File: config.mk
export PLATFORM = sky130hd
export DESIGN_NAME = noc_link_tx
export DESIGN_NICKNAME = d
export VERILOG_FILES = /design/src/rtl/noc_pkg.sv /design/src/rtl/noc_flit_fifo.sv /design/src/rtl/noc_link_tx.sv
export SDC_FILE = /design/constraint.sdc
export NUM_CORES = 1
export LEC_CHECK = 0
export ABC_AREA = 1
export BUFFER_PORTS_ARGS = -buffer_cell sky130_fd_sc_hd__buf_4
export CELL_PAD_IN_SITES_DETAIL_PLACEMENT = 0
export CELL_PAD_IN_SITES_GLOBAL_PLACEMENT = 2
export CORE_ASPECT_RATIO = 1.25
export CORE_MARGIN = 2
export CORE_UTILIZATION = 28
export CTS_CLUSTER_SIZE = 8
export DETAILED_ROUTE_END_ITERATION = 12
export PLACE_DENSITY_LB_ADDON = 0.15
export SYNTH_ARGS = -nofsm -noshare
export SYNTH_HDL_FRONTEND = slang
export SYNTH_SLANG_ARGS = --single-unit
File: constraint.sdc
create_clock -name clk -period 5.9 [get_ports clk]
set_input_delay 0.59 -clock clk [delete_from_list [all_inputs] [get_ports clk]]
set_output_delay 0.59 -clock clk [all_outputs]
set_load 0.05 [all_outputs]
File: src/rtl/noc_pkg.sv
// Shared NoC types and constants used by link injectors and router input buffers.
package noc_pkg;

    localparam int FLIT_W        = 16;
    localparam int NOC_BUF_DEPTH = 4;

    typedef logic [FLIT_W-1:0] flit_t;

    // Counter must represent every value from 0 up to and including max_credits.
    function automatic int credit_width(input int max_credits);
        return $clog2(max_credits + 1);
    endfunction

endpackage

File: src/rtl/noc_flit_fifo.sv
// Generic flit FIFO, no fall-through: a pushed entry is visible at the head one edge later.
// Full/empty come from registered occupancy; push while full and pop while empty are ignored.
module noc_flit_fifo #(
    parameter int DATA_W = 16,
    parameter int DEPTH  = 4
) (
    input  logic              clk,
    input  logic              rst,
    input  logic              i_push,
    input  logic [DATA_W-1:0] i_push_dat,
    input  logic              i_pop,
    output logic              o_full,
    output logic              o_empty,
    output logic [DATA_W-1:0] o_head_dat
);

    localparam int AW = (DEPTH > 1) ? $clog2(DEPTH) : 1;
    localparam int OW = $clog2(DEPTH + 1);

    logic [DATA_W-1:0] r_mem [DEPTH];
    logic [AW-1:0]     r_wr_ptr;
    logic [AW-1:0]     r_rd_ptr;
    logic [OW-1:0]     r_count;
    logic              w_push;
    logic              w_pop;

    assign o_full     = (r_count == OW'(DEPTH));
    assign o_empty    = (r_count == '0);
    assign w_push     = i_push & ~o_full;
    assign w_pop      = i_pop & ~o_empty;
    assign o_head_dat = r_mem[r_rd_ptr];

    always_ff @(posedge clk) begin
        if (w_push) begin
            r_mem[r_wr_ptr] <= i_push_dat;
        end
    end

    // Pointers wrap naturally since DEPTH is a power of two.
    always_ff @(posedge clk or posedge rst) begin
        if (rst) begin
            r_wr_ptr <= '0;
            r_rd_ptr <= '0;
            r_count  <= '0;
        end else begin
            if (w_push) begin
                r_wr_ptr <= r_wr_ptr + AW'(1);
            end
            if (w_pop) begin
                r_rd_ptr <= r_rd_ptr + AW'(1);
            end
            case ({w_push, w_pop})
                2'b10:   r_count <= r_count + OW'(1);
                2'b01:   r_count <= r_count - OW'(1);
                default: r_count <= r_count;
            endcase
        end
    end

endmodule

File: src/rtl/noc_link_tx.sv
// Credit-based flit injector: source flits buffered, forwarded at most 1/cycle while credits remain.
// Push-to-valid_o is two edges; src_ready_o drops only when the local FIFO is full.
module noc_link_tx
    import noc_pkg::*;
#(
    parameter int  DATA_W      = FLIT_W,
    parameter int  FIFO_DEPTH  = 4,
    parameter int  MAX_CREDITS = NOC_BUF_DEPTH,
    localparam int CW          = credit_width(MAX_CREDITS)
) (
    input  logic              clk,
    input  logic              rst,
    input  logic              src_valid_i,
    input  logic [DATA_W-1:0] src_data_i,
    output logic              src_ready_o,
    output logic              valid_o,
    output logic [DATA_W-1:0] data_o,
    input  logic              credit_i,
    output logic [CW-1:0]     credits_o,
    output logic              credit_err_o
);

    logic              w_fifo_full;
    logic              w_fifo_empty;
    logic [DATA_W-1:0] w_head_dat;
    logic              w_push;
    logic              w_send;
    logic [CW-1:0]     w_credits_nxt;
    logic              w_credit_ovf;

    logic              r_valid;
    logic [DATA_W-1:0] r_data;
    logic [CW-1:0]     r_credits;
    logic              r_credit_err;

    assign src_ready_o = ~w_fifo_full;
    assign w_push      = src_valid_i & src_ready_o;
    assign w_send      = ~w_fifo_empty & (r_credits != '0);

    noc_flit_fifo #(
        .DATA_W (DATA_W),
        .DEPTH  (FIFO_DEPTH)
    ) u_fifo (
        .clk        (clk),
        .rst        (rst),
        .i_push     (w_push),
        .i_push_dat (src_data_i),
        .i_pop      (w_send),
        .o_full     (w_fifo_full),
        .o_empty    (w_fifo_empty),
        .o_head_dat (w_head_dat)
    );

    // A send and a returned credit in the same cycle cancel out.
    always_comb begin
        w_credits_nxt = r_credits;
        w_credit_ovf  = 1'b0;
        if (w_send && !credit_i) begin
            w_credits_nxt = r_credits - CW'(1);
        end else if (credit_i && !w_send) begin
            if (r_credits == CW'(MAX_CREDITS)) begin
                w_credit_ovf = 1'b1;
            end else begin
                w_credits_nxt = r_credits + CW'(1);
            end
        end
    end

    always_ff @(posedge clk or posedge rst) begin
        if (rst) begin
            r_valid      <= 1'b0;
            r_data       <= '0;
            r_credits    <= CW'(MAX_CREDITS);
            r_credit_err <= 1'b0;
        end else begin
            r_valid   <= w_send;
            r_credits <= w_credits_nxt;
            if (w_send) begin
                r_data <= w_head_dat;
            end
            if (w_credit_ovf) begin
                r_credit_err <= 1'b1;
            end
        end
    end

    assign valid_o      = r_valid;
    assign data_o       = r_data;
    assign credits_o    = r_credits;
    assign credit_err_o = r_credit_err;

endmodule

# Word level (Yosys, flattened, before mapping)
# Memories as Yosys holds them, arrays and structs flattened. A register that Yosys moved wholly into a read port is not among the register bits.
# Cells that the tools add are included.
[op_classes]
addsub = 6
bitwise = 6
muxes = 9
eq_ne = 5
reduce_logical = 9
[ops]
columns = ["cell", "count"]
rows = [
  ["$mux W3", 3],
  ["$add A3 B1 Y3 const B", 2],
  ["$eq A3 B3 Y1 const B", 2],
  ["$pmux W3 S2", 1],
  ["$sub A3 B1 Y3 const B", 2],
  ["$mux W1", 5],
  ["$add A2 B1 Y2 const B", 2],
  ["$and A1 B1 Y1", 4],
  ["$reduce_bool A2 Y1", 2],
  ["$logic_not A3 Y1", 1],
  ["$reduce_bool A3 Y1", 1],
  ["$eq A2 B1 Y1 const B", 1],
  ["$eq A2 B2 Y1 const B", 1],
  ["$logic_and A1 B1 Y1", 2],
  ["$logic_not A1 Y1", 2],
  ["$ne A2 B2 Y1 const B", 1],
  ["$not A1 Y1", 2],
  ["$reduce_and A2 Y1", 1],
]
[word_totals]
wordCells = 42
mem_count = 1
reg_bits = 12
output_inout_bits = 22
ramBits = 64
[mem_list]
columns = ["name", "depth", "width", "rd", "rd_clocked_by_memory_dff", "write_ports", "line_no", "rtl"]
rows = [
  ["u_fifo.r_mem", 4, 16, 1, 1, 1, "noc_flit_fifo.sv:20", "logic [DATA_W-1:0] r_mem [DEPTH];"],
]

# Logic depth before layout (Yosys ltp)
[logic_depth]
ltp_word = 7
depth_mapped = 15

# Hierarchy
# From an unflattened synthesis, not the netlist that was laid out.
[unflattened]
hier_cells = 366
hier_area_um2 = 4008.8
[by_module_without_submodules]
columns = ["mod", "instances", "cells_each", "seq_area_each_um2", "area_each_um2"]
rows = [
  ["noc_flit_fifo", 1, 249, 2097.0, 3041.7],
  ["noc_link_tx", 1, 117, 526.8, 967.2],
]

# Least setup slack after synthesis
# OpenSTA, ideal clock, no wires.
[synth_path]
kind = "flip-flop to flip-flop"
from = "register u_fifo.r_count[0]"
to = "register u_fifo.r_count[2]"
t_required_ps = 5777
path_slack_ps = 3662
arrival_time_ps = 2115
path_stages_with_launch = 10
path_buffers = 0
setup_time_ps = 123
path_cell_list = "dfrtp_1 -> inv_1 -> nand3_1 -> nand2_2 -> ha_1 -> inv_1 -> fa_1 -> nand2_1 -> nand3b_1 -> xor2_1"
[synth_via]
elab_chain_len = 6
word_cells_on_any_way = 14
classes_between = "add/sub: 2; eq/ne: 3; mux: 1; bitwise: 6; reduce/logical: 2"
[synth_rtl]
columns = ["item", "line_no", "rtl"]
rows = [
  ["start, declared", "noc_flit_fifo.sv:23", "logic [OW-1:0] r_count;"],
  ["start signal, assigned", "noc_flit_fifo.sv:53", "2'b10: r_count <= r_count + OW'(1);"],
  ["start signal, assigned", "noc_flit_fifo.sv:54", "2'b01: r_count <= r_count - OW'(1);"],
  ["start signal, assigned", "noc_flit_fifo.sv:55", "default: r_count <= r_count;"],
  ["$eq A3 B3 Y1 (*)", "noc_flit_fifo.sv:27", "assign o_full = (r_count == OW'(DEPTH));"],
  ["$not A1 Y1 (*)", "noc_link_tx.sv:36", "assign src_ready_o = ~w_fifo_full;"],
  ["net src_ready_o", "noc_link_tx.sv:15", "output logic src_ready_o,"],
  ["$and A1 B1 Y1", "noc_link_tx.sv:37", "assign w_push = src_valid_i & src_ready_o;"],
  ["$and A1 B1 Y1 (*)", "noc_flit_fifo.sv:29", "assign w_push = i_push & ~o_full;"],
  ["$eq A2 B1 Y1 or $eq A2 B2 Y1 (tied branches)", "noc_flit_fifo.sv:52", "case ({w_push, w_pop})"],
  ["$pmux W3 S2 or $reduce_bool A2 Y1 (tied branches)", "--", ""],
]
# Mark *: on every way through the listed nets, which the timed path passes. The rest lies on a longest branch.
# A chain may end at the register's enable or synchronous reset.

# Worst setup path in the final report
[layout_path]
from = "register r_credits[2], in the netlist credits_o[2]"
to = "register u_fifo.r_count[2]"
[layout_via]
elab_chain_len = 5
word_cells_on_any_way = 7
classes_between = "eq/ne: 2; mux: 1; bitwise: 2; reduce/logical: 2"
[layout_rtl]
columns = ["item", "line_no", "rtl"]
rows = [
  ["start, declared", "noc_link_tx.sv:33", "logic [CW-1:0] r_credits;"],
  ["start signal, assigned", "noc_link_tx.sv:73", "r_credits <= CW'(MAX_CREDITS);"],
  ["start signal, assigned", "noc_link_tx.sv:77", "r_credits <= w_credits_nxt;"],
  ["$reduce_bool A3 Y1 (*)", "noc_link_tx.sv:38", "assign w_send = ~w_fifo_empty & (r_credits != '0);"],
  ["$and A1 B1 Y1 (*)", "noc_link_tx.sv:38", ""],
  ["$and A1 B1 Y1 (*)", "noc_flit_fifo.sv:30", "assign w_pop = i_pop & ~o_empty;"],
  ["$eq A2 B1 Y1 or $eq A2 B2 Y1 (tied branches)", "noc_flit_fifo.sv:52", ""],
  ["$pmux W3 S2 or $reduce_bool A2 Y1 (tied branches)", "--", ""],
]
# Every way passes the cells marked *; elsewhere a longest branch is shown, timed or not.

==> flow_summary_export.csv <==
group,metric,value,unit
placed_design,place_congestion,0.710,
drt,routed_wl,8650,um
placed_design,dpl.hpwl,5460,um
layout,synthToLayoutAreaGrowth,18.4,%
layout,drive_gt1_share,15.4,%
yosys,ys_seq_elements,92,
sta,hold_viol,0,
outcome,outcome,"complete, no violations",
sta,setup_slack,3.72,ns
yosys,synth_commonest_cells,"154 x nand2_1, 83 x inv_1, 64 x edfxtp_1",
layout,final_nets,486,
drt,viasPerCell,4.06,
yosys,synth_edf_count,64,
pwr,peakVddDrop,0.213,mV
critical_path,reg2reg_to,"u_fifo.r_count[2]$_DFFE_PP0P_",
sta,finClkSkew,0.00788,ns
yosys,synth.most_common_cell,"nand2_1",
critical_path,path_class,"register to register",
sta,rsz0062_at_grt,"false",
critical_path,cp_max_fo,21,
drt,ant_nets,0,
floorplanning,initial_utilization,28.5,%
global_route,grtUsageMet2,20.8,%
global_route,grt_overflow,0,
sta,setup_tns,0,ns
floorplanning,fp.dieArea,15600,um2
worst_hold_path,hold_class,"input port to asynchronous set/reset pin",
clock_network,clkTransAtPathRegs,0.06,ns
global_route,grt_busiest_layer,"met2",
global_route,grt_max_degree,35,
yosys,synth_area,4090,um2
drt,drtPass1Iterations,4,
pwr,power.internal,1.57,mW
layout,multiInputGateArea,1030,um2
yosys,synthSimpleGateAreaFrac,20.0,%
pwr,p_total,2.78,mW
floorplanning,ios,42,
sta,slew_headroom,43.7,%
sta,worst_pin_slew,0.845,ns
critical_path,critPathLaunchType,"register",
clock_network,htreeDepth,3,
floorplanning,die_h,139,um
yosys,synth.distinct_cells,25,
pwr,powerDensity,575,nW/um2
pwr,combPwrFrac,44.0,%
drt,avgRoutedWirePerCell,13.5,um
clock_network,cts_tree,"yes",
layout,n_fill_cell,1475,
yosys,netlist_instances,411,
clock_network,cts_setup_buffers,0,
critical_path,ff2ff_path_depth,10,
critical_path,cp-startpoint,"credits_o[2]$_DFFE_PP1P_",
clock_network,cts-root-to-sink-buffers,2,
global_route,gr-usage-met3,2.14,%
yosys,synth-compound-area-share,0.613,%
clock_network,cts_hold_buf,0,
yosys,synth_flop_cell,"edfxtp_1",
clock_network,cts_resized,0,
sta,fmax,0.459,GHz
pwr,p_clk_share,19.3,%
floorplanning,core-area,14300,um2
placed_design,io_buffers,41,
global_route,first_global_vias,2551,
drt,drt_iter0_drc,74,
global_route,grt_usage,11.6,%
critical_path,required,6.13,ns
critical_path,r2r-start,"credits_o[2]$_DFFE_PP1P_",
yosys,synth_top_area_share,47.0,%
clock_network,clockRootBuffer,"clkbuf_16",
pwr,p_leak,2.33,nW
sta,setup_viol,0,
global_route,grt_pass1_wl,13600,um
clock_network,cts.sinks,92,
pwr,pwr-share-seq,36.7,%
yosys,synth-xor-area-share,1.29,%
floorplanning,die_w,112,um
yosys,ys_top_cells_by_area,"edfxtp_1 47%, dfrtp_1 17%, nand2_1 14%, inv_1 7.6%, nand3_1 4.4%",
layout,register_area,2620,um2
drt,via_count,2593,
floorplanning,rows,49,
yosys,synth_fp_nets,441,
clock_network,insertion_delay,0.34,ns
critical_path,arrival,2.41,ns
sta,period_share,36.9,%
global_route,antenna_found_initial,0,
yosys,ys_warn_count,0,
sta,slew_violations,0,
clock_network,numCtsBuffers,9,
pwr,net-switching-power,1.22,mW
pwr,swShare,43.7,%
critical_path,regToRegSetupSlack,3.72,ns
flow_run,cap_violations,0,
placed_design,place_ws,3.69,ns
yosys,yosysTopAreaCell,"edfxtp_1",
critical_path,endpoint,"u_fifo.r_count[2]$_DFFE_PP0P_",
critical_path,cp-end-kind,"register",
yosys,synth_top_family_by_area,"simple AND/OR/NAND/NOR gates",
sta,min_period,2.18,ns
drt,drcViolationCount,0,
yosys,syn_area_per_cell,9.94,um2
yosys,synthMuxAreaShare,0,%
global_route,grtUsageMet1,13.4,%
yosys,synthArstFlopShare,30.4,%
yosys,ys_seq_area_share,64.2,%
layout,antenna_cells,0,
yosys,synthAdderAreaFrac,3.25,%
## registers in the layout, summed over array words and instances, names as in the netlist
signal	cells
data_o	16
credit_err_o	1
u_fifo.r_wr_ptr	2
valid_o	1
u_fifo.r_rd_ptr	2
credits_o	3
u_fifo.r_count	3
u_fifo.r_mem	64
## metrics by stage
step                utilization (%)  area (um2)  std cells  hold WS (ns)
floorplan                         -        4090        411         0.446
global placement               31.8        4560        623         0.466
detailed placement             31.8        4560        623         0.472
CTS                            33.7        4840        639         0.342
global route                   33.7        4840        639         0.365
finish                         33.7        4840        639         0.335
## critical path, stage by stage (launching register included)
cell and delay (ns):
dfstp_2 0.60, inv_2 0.06, nand2_2 0.08, nand2_4 0.17
inv_6 0.21, ha_1 0.19, inv_1 0.06, fa_1 0.37
nand2_1 0.08, nand3b_1 0.09, xor2_1 0.15
## power groups by stage
| stage | registers [mW] | clock network [mW] | logic, mW |
|---|---|---|---|
| 3_5_place_dp | 1.04 | 0 | 1.26 |
| 4_1_cts | 1.03 | 0.554 | 1.26 |
| 3_3_place_gp | 1.04 | 0 | 1.25 |
| 2_1_floorplan | 1.24 | 0 | 0.733 |
| 6_report | 1.02 | 0.536 | 1.22 |
| 5_1_grt | 1.04 | 0.583 | 1.37 |
## logic make-up after synthesis
logic type               after synthesis
AND/OR/NAND/NOR                      199
buffers and inverters                100
flip-flops                            92
adder cells (fa/ha/maj)               10
XOR/XNOR                               6
AO/OA/AOI/OAI                          4
## layout make-up
class                      count  share of cell area [%]
sequential                    92                    54.2
multi-input combinational    219                    21.2
timing repair buffer          47                    7.29
inverter                      87                    6.85
clock buffer                  11                    5.02
tap                          178                    4.60
clock inverter                 5                   0.776
## how the worst min path moves through the flow
stage                                             start                             to  slack [ns]  cells past startpoint
after floorplan           u_fifo.r_count[0]$_DFFE_PP0P_  u_fifo.r_count[0]$_DFFE_PP0P_        0.45                      1
after global placement    u_fifo.r_count[0]$_DFFE_PP0P_  u_fifo.r_count[0]$_DFFE_PP0P_        0.47                      1
final                                               rst       credit_err_o$_DFFE_PP0P_        0.34                      3
after detailed placement  u_fifo.r_count[0]$_DFFE_PP0P_  u_fifo.r_count[0]$_DFFE_PP0P_        0.47                      1
after global routing                                rst          data_o[9]$_DFFE_PP0P_        0.37                      3
after CTS                                           rst       credits_o[0]$_DFFE_PP0P_        0.34                      3
## cells in the final DEF, fill, tap and decap left out, types with 4 or more instances in the layout
| master | synthesis | final |
|---|---|---|
| buf_4 | 7 | 47 |
| inv_1 | 83 | 83 |
| ha_1 | 9 | 9 |
| nand2_1 | 154 | 154 |
| nand3_1 | 36 | 36 |
| edfxtp_1 | 64 | 64 |
| xor2_1 | 4 | 4 |
| nor2_1 | 4 | 4 |
| clkbuf_16 | 0 | 9 |
| dfrtp_1 | 27 | 27 |
## per-layer routing
| metal | wire length [um] | up-vias |
|---|---|---|
| met4 | 171 | 0 |
| met3 | 240 | 11 |
| li1 | - | 1346 |
| met5 | 0 | - |
| met1 | 3700 | 1199 |
| met2 | 4540 | 37 |
No activity file was read; power rests on OpenSTA's default activity.
